[src/rtl/reg_wb_arbiter.sv]
// ---------------------------------------------------------------------------
// reg_wb_arbiter
// Arbitrates two register-file writeback requesters (A = ALU, B = memory)
// onto a single general write port. A separate R15 write port is fed
// unconditionally from r15_valid/r15_data. Priority toggles between A and B
// through a starvation counter. Addr-0 requests are accepted and discarded.
//
// Ports
//   clk                       rising-edge clock
//   rst                       asynchronous reset, active low
//   a_valid/a_addr/a_data     requester A write request
//   a_ready                   A request accepted this cycle (combinational)
//   b_valid/b_addr/b_data     requester B write request
//   b_ready                   B request accepted this cycle (combinational)
//   r15_valid/r15_data        dedicated R15 write, no handshake
//   W_addr/W_data/reg_WE      general register-file write port (latency 1)
//   W_R15/R15_WE              R15 register-file write port (latency 1)
//   pend_mask                 one bit per register with a write in flight
// ---------------------------------------------------------------------------
module reg_wb_arbiter (
   input  logic        clk,
   input  logic        rst,
   input  logic        a_valid,
   input  logic [3:0]  a_addr,
   input  logic [15:0] a_data,
   output logic        a_ready,
   input  logic        b_valid,
   input  logic [3:0]  b_addr,
   input  logic [15:0] b_data,
   output logic        b_ready,
   input  logic        r15_valid,
   input  logic [15:0] r15_data,
   output logic [3:0]  W_addr,
   output logic [15:0] W_data,
   output logic        reg_WE,
   output logic [15:0] W_R15,
   output logic        R15_WE,
   output logic [15:0] pend_mask
);

   typedef enum logic {PRI_A = 1'b0, PRI_B = 1'b1} state_t;

   state_t      state_q, state_d;
   logic [1:0]  cnt_q, cnt_d;

   logic [3:0]  w_addr_q, w_addr_d;
   logic [15:0] w_data_q, w_data_d;
   logic        reg_we_q, reg_we_d;
   logic [15:0] w_r15_q, w_r15_d;
   logic        r15_we_q, r15_we_d;

   logic a_zero, b_zero;
   logic a_elig, b_elig;
   logic grant_a, grant_b;

   // Eligibility: addr 0 is a sink, and addr 15 must yield to the dedicated
   // R15 port in the same cycle so the two ports never write R15 together.
   always_comb begin
      a_zero  = a_valid & (a_addr == 4'd0);
      b_zero  = b_valid & (b_addr == 4'd0);
      a_elig  = a_valid & (a_addr != 4'd0) & ~((a_addr == 4'hF) & r15_valid);
      b_elig  = b_valid & (b_addr != 4'd0) & ~((b_addr == 4'hF) & r15_valid);
      grant_a = a_elig & (~b_elig | (state_q == PRI_A));
      grant_b = b_elig & (~a_elig | (state_q == PRI_B));
      a_ready = rst & (a_zero | grant_a);
      b_ready = rst & (b_zero | grant_b);
   end

   // Priority FSM and starvation counter. The counter saturates at 3 so a
   // conflict lost while the state is still switching cannot wrap it to 0.
   always_comb begin
      state_d = state_q;
      cnt_d   = cnt_q;
      if (!b_valid || grant_b) begin
         cnt_d = 2'd0;
      end else if (b_elig && (cnt_q != 2'd3)) begin
         cnt_d = cnt_q + 2'd1;
      end
      case (state_q)
         PRI_A: if (cnt_q == 2'd3) state_d = PRI_B;
         PRI_B: if (grant_b || !b_valid) state_d = PRI_A;
         default: state_d = PRI_A;
      endcase
   end

   // Write-port next state: hold address/data when idle, strobe for one cycle.
   always_comb begin
      w_addr_d = w_addr_q;
      w_data_d = w_data_q;
      reg_we_d = 1'b0;
      w_r15_d  = w_r15_q;
      r15_we_d = 1'b0;
      if (grant_a) begin
         w_addr_d = a_addr;
         w_data_d = a_data;
         reg_we_d = 1'b1;
      end else if (grant_b) begin
         w_addr_d = b_addr;
         w_data_d = b_data;
         reg_we_d = 1'b1;
      end
      if (r15_valid) begin
         w_r15_d  = r15_data;
         r15_we_d = 1'b1;
      end
   end

   always_ff @(posedge clk or negedge rst) begin
      if (!rst) begin
         state_q  <= PRI_A;
         cnt_q    <= 2'd0;
         w_addr_q <= 4'd0;
         w_data_q <= 16'd0;
         reg_we_q <= 1'b0;
         w_r15_q  <= 16'd0;
         r15_we_q <= 1'b0;
      end else begin
         state_q  <= state_d;
         cnt_q    <= cnt_d;
         w_addr_q <= w_addr_d;
         w_data_q <= w_data_d;
         reg_we_q <= reg_we_d;
         w_r15_q  <= w_r15_d;
         r15_we_q <= r15_we_d;
      end
   end

   assign W_addr = w_addr_q;
   assign W_data = w_data_q;
   assign reg_WE = reg_we_q;
   assign W_R15  = w_r15_q;
   assign R15_WE = r15_we_q;

   // In-flight mask stays live during reset since it only reflects inputs
   // and the (already cleared) write strobes.
   always_comb begin
      pend_mask = 16'd0;
      if (a_valid)               pend_mask[a_addr] = 1'b1;
      if (b_valid)               pend_mask[b_addr] = 1'b1;
      if (reg_we_q)              pend_mask[w_addr_q] = 1'b1;
      if (r15_valid || r15_we_q) pend_mask[15] = 1'b1;
      pend_mask[0] = 1'b0;
   end

endmodule

[config.mk]
export PLATFORM = sky130hd
export DESIGN_NAME = reg_wb_arbiter
export DESIGN_NICKNAME = d
export VERILOG_FILES = /design/src/rtl/reg_wb_arbiter.sv
export SDC_FILE = /design/constraint.sdc
export NUM_CORES = 1
export LEC_CHECK = 0
export ABC_AREA = 1
export CELL_PAD_IN_SITES_DETAIL_PLACEMENT = 1
export CELL_PAD_IN_SITES_GLOBAL_PLACEMENT = 1
export CORE_MARGIN = 3
export CORE_UTILIZATION = 25
export DETAILED_ROUTE_END_ITERATION = 16
export GPL_TIMING_DRIVEN = 0
export HOLD_SLACK_MARGIN = 0.08
export PLACE_DENSITY_LB_ADDON = 0.2
export SLEW_MARGIN = 20
export SYNTH_ARGS = -nofsm -noshare
export SYNTH_HDL_FRONTEND = slang
export SYNTH_SLANG_ARGS = --single-unit
[constraint.sdc]
create_clock -name clk -period 1.1 [get_ports clk]
set_input_delay 0.11 -clock clk [delete_from_list [all_inputs] [get_ports clk]]
set_output_delay 0.11 -clock clk [all_outputs]
set_load 0.01 [all_outputs]
== Yosys cells after proc, flatten, opt, wreduce, memory -nomap -nowiden ==
Index checks and enable logic that the tools add are counted.

* Register bits: 41
* Input port bits: 61
* Word-level logic and storage cells: 76

* Add/sub/neg operators: 1
* $lt $le $gt $ge: 6
* Eq/ne operators: 4
* Mux-type cells: 22
* Bitwise operators: 23
* Reductions and logical operators: 13

{| class="wikitable"
|+ Operator list
! operator !! number
|-
| $mux 16 || 5
|-
| $or 16x16->16 || 2
|-
| $lt 4x5->1 const B || 3
|-
| $and 1x1->1 || 12
|-
| $demux 1 s4 || 3
|-
| $ge 4x1->1 const B || 3
|-
| $mux 1 || 9
|-
| $eq 4x4->1 const B || 2
|-
| $logic_not 4->1 || 2
|-
| $mux 4 || 2
|-
| $reduce_bool 4->1 || 2
|-
| $not 1->1 || 5
|-
| $logic_and 1x1->1 || 4
|-
| $mux 2 || 2
|-
| $or 1x1->1 || 4
|-
| $reduce_bool 2->1 || 2
|-
| $add 2x1->2 const B || 1
|-
| $eq 2x2->1 const B || 1
|-
| $logic_or 1x1->1 || 2
|-
| $ne 2x2->1 const B || 1
|-
| $pmux 1 s2 || 1
|-
| $logic_not 1->1 || 1
|}

== Logic depth before layout (Yosys ltp) ==
* Depth in word-level cells: 10
* Gate-level depth with buffers: 10
* Depth with buffers taken out: 9

== Worst setup path before layout ==
Ideal clock, no wire load.

* Path type: register -> output
* Start: register w_addr_q[3], in the netlist W_addr[3]
* End: output port pend_mask[8]
* Data arrival time: 1.058 ns
* Path slack: -0.068 ns
* Cell stages (with the launch flop): 6
* Path through: dfrtp_1 -> clkbuf_1 -> inv_1 -> nor2_1 -> nand3_1 -> o211ai_1

* Longest elaborated chain between the ends: 6
* Elaborated cells on any way between the ends: 7
* Those cells by class: order compare: 2; mux: 3; bitwise: 1; reduce/logical: 1

{| class="wikitable"
|+ Ends and longest elaborated chain
! item !! line !! source
|-
| start, declared || 46 || <nowiki>logic [3:0] w_addr_q, w_addr_d;</nowiki>
|-
| start signal, assigned || 120 || <nowiki>w_addr_q <= w_addr_d;</nowiki>
|-
| $lt 4x5->1 (implied by the code) / $ge 4x1->1 (equally long branches) || 140 || <nowiki>if (reg_we_q) pend_mask[w_addr_q] = 1'b1;</nowiki>
|-
| $logic_and 1x1->1 (implied by the code) || 140 ||
|-
| $mux 1 (implied by the code) || 140 ||
|-
| $demux 1 s4 * || 140 ||
|-
| $or 16x16->16 (no source line) * || -- ||
|-
| $mux 16 * || 140 ||
|-
| end, declared || 38 || <nowiki>output logic [15:0] pend_mask</nowiki>
|}

Mark *: on every way between the ends. The rest lies on a longest branch, timed or not.

== Final worst setup path ==
* Start: register w_addr_q[3], in the netlist W_addr[3]
* End: output port pend_mask[4]

The elaborated chain is that of the path after synthesis.

==> key figures <==
Outcome
  • Status: complete, but fails checks
  • Failing checks: setup timing

Finish
  • Most common cell after layout, fill and taps aside: nand2_1
  • Antenna Cells: 0
  • Commonest non-fill, non-tap cells in the layout: nand2_1 (152), clkdlybuf4s50_1 (48), dfrtp_1 (39)
  • Layout cells sized above 1: 33.0%
  • Nets: 609
  • Area Overhead vs Synth: 87.7%
  • Layout fillers: 1255

Worst setup path
  • Worst path max stage delay: 0.41 ns
  • Max stage delay cell, worst path: dfrtp_1
  • Reg2Reg Setup Slack: -0.32 ns
  • R2r worst-path depth: 9
  • Critical path class: flip-flop to primary output
  • CP delay by family, top: flip-flops
  • Most frequent CP cell: nand3_1
  • Setup crit end kind: primary output
  • Worst reg2reg path endpoint: W_data[4]
  • Critical Path AT: 1.45 ns
  • Crit-path max FO: 6
  • Worst path buffer plus inverter count: 2
  • RR Startpoint: state_q
  • Critical Path RT: around 0.99 ns
  • Worst path cell trace: buf_8 > nor2_4 > nand3_1 > nand3_1 > clkdlybuf4s15_2
  • Startpoint types: flip-flop

Timing
  • Final WS setup: -0.462 ns
  • Setup-failing EPs final: 44
  • Minimum clock period: 1.56 ns
  • Relative slew slack: 49.7%
  • Pins Over Slew Limit: 0
  • Fin Clk Skew: 0.00289 ns
  • Fin. Hold Viols: 0
  • Worst hold slack: 0.144 ns
  • Tightest Pin Transition: 0.752 ns
  • Max Freq: roughly 640 MHz
  • Tcrit/Tclk final: 142%
  • RSZ-0062 raised after global routing: true

Min path
  • WHS Path Cells: 1
  • Hold Startpoint: r15_valid
  • Hold WC Path Type: input pin to flip-flop
  • Hold endpoint: R15_WE

Clocking
  • Clk sink count: 41
  • CTS buffer count: 5
  • Clock transition at the registers of the reported paths: 0.08 ns
  • Clock Path Buffers: 2
  • Clk root buf: clkbuf_8
  • Number of H-tree levels: 2
  • Clock Latency Late Sink: about 0.29 ns
  • CTS tree: done

Run
  • Max_cap viols: 0

Yosys
  • Synth top area share: 40.5%
  • Cells after Synth: 380
  • Register area share after synthesis: 40.5%
  • Cell area after synthesis: between 2000 and 3000 um^2
  • YS warnings: 0
  • Synth area leaders: dfrtp_1 (41%), nand2_1 (28%), nand3_1 (9.3%), inv_1 (5.8%), nor2_1 (2.8%)
  • Net count after synthesis: between 400 and 500
  • #FFs+latches synth: 41
  • Synth area leader: dfrtp_1
  • Mean Syn Cell Area: 6.66 um^2
  • Unique masters post-synth: 28

Global route
  • GRT Util Overall: 18.7%
  • First-pass GRT wire length: 17200 um
  • Largest net degree at the start of global routing: 26
  • Grt ovf: 0
  • Initial antenna violation count: 0
  • Vias in the first global route: 3315

Place
  • Pre-CTS WS: -1.38 ns
  • IO Port Bufs: 115
  • HPWL Detailed: between 7000 and 8000 um
  • GP Congestion: 0.889

Floorplanning
  • Die height: between 100 and 150 um
  • DIE WIDTH: about 110 um
  • Std-Cell Rows: 36
  • Die Footprint: 11400 um^2
  • Area of the core region: a little under 10000 um^2
  • Boundary pin count: approximately 120
  • Initial Utilization: 25.8%

Drt
  • Vias per Instance: 4.55
  • Drt first pass iters: 4
  • 1st-iter DRT viols: 79
  • DRT Wirelength: 10600 um
  • DRC violations left: 0
  • Routed WL per cell: 15.5 um
  • Routed vias: 3101
  • Post-DRT Antenna Nets: 0

Power
  • Switching Power: 0.00166 W
  • Leakage: around 2.4 nW
  • Clock power share: around 21%
  • Comb pwr share: between 40 and 50%
  • Sequential power share: between 30 and 40%
  • Sw Ratio: 34.7%
  • Peak supply drop: 0.588 mV
  • Int Power: 0.00313 W
  • Power Density: around 1000 nW/um^2
[Yosys cell counts]
cell and instances:
o211ai_1 2, buf_4 4, nand4_1 3, buf_6 5
nor3_1 3, clkbuf_1 3, nand2_2 1, nand3_1 47
a21oi_1 2, nand3_2 1, conb_1 1, nor2_4 1
inv_1 39, nor2_2 1, a21oi_2 2, o311ai_0 2
a32oi_1 3, a21oi_4 1, nand2_1 187, dfrtp_1 41
o21ai_0 1, o2111ai_1 1, ha_1 1, inv_2 1
nand2_4 2, nor2_1 19, buf_1 2, buf_2 4
[layout make-up]
| cell class | count | area (um^2) | area share (%) |
|---|---|---|---|
| plain buffers | 17 | 179 | 3.76 |
| clock buffers | 5 | 68.8 | 1.45 |
| clock inverters | 3 | 17.5 | 0.369 |
| inverters | 40 | 153 | 3.21 |
| multi-input cells | 281 | 1550 | 32.6 |
| flip-flops and latches | 41 | 1030 | 21.6 |
| well taps | 133 | 166 | 3.50 |
| repair buffers | 161 | 1590 | 33.5 |
[power groups by stage]
stage	Clock (W)	Sequential, W	Combinational [W]
3_3_place_gp	0	0.00183	0.00154
5_1_grt	0.00110	0.00184	0.00217
6_report	0.000991	0.00181	0.00199
3_5_place_dp	0	0.00183	0.00157
4_1_cts	0.00101	0.00180	0.00182
2_1_floorplan	0	0.00189	0.000586
[sequential cells by signal, summed over array words and instances, names as in the netlist]
signal / flops
W_addr: 4
reg_WE: 1
W_data: 16
cnt_q: 2
state_q: 1
R15_WE: 1
W_R15: 16
[metrics by stage]
stage	cells	cell area, um^2	total power (W)	utilization (%)	TNS [ns]
global route	681	4750	0.00511	48.4	-16.23
global placement	628	3860	0.00338	39.3	-93.40
CTS	669	4510	0.00463	45.9	-11.22
floorplan	380	2540	0.00248	-	0
detailed placement	629	3880	0.00340	39.5	-39.25
finish	681	4750	0.00479	48.4	-12.70
[worst max path at each step]
stage	startpoint	to	slack, ns	cells past startpoint
finish	W_addr[3]	pend_mask[4]	-0.46	5
global route	W_addr[0]	pend_mask[3]	-0.54	5
CTS	W_addr[1]	pend_mask[13]	-0.46	6
detailed placement	a_addr[3]	a_ready	-1.38	9
global placement	rst	b_ready	-2.13	4
floorplan	W_addr[3]	pend_mask[8]	0.004	5
[repair_timing]
action,in CTS,in global routing
hold buffers,3,0
setup buffers,26,16
endpoints found under the hold margin,16,0
setup endpoints to repair,89,75
pin swaps,35,16
gates cloned,4,0
resized for setup,250,79
[cell families after synthesis]
family,count (synthesis),synth area share [%]
AND/OR/NAND/NOR,265,43.4
adder cells (fa/ha/maj),1,0.494
flip-flops,41,40.5
buffers and inverters,58,10.9
AO/OA/AOI/OAI,14,4.60
other,1,0.148
[per-layer routing]
metal	GRT usage (%)	vias to the layer above	wire [um]
met5	0	-	0
met4	4.29	0	133
met3	4.09	10	634
met1	23.8	1491	4590
met2	32.3	88	5210
li1	-	1512	-
Note: power is estimated with default switching activity, not from simulation.
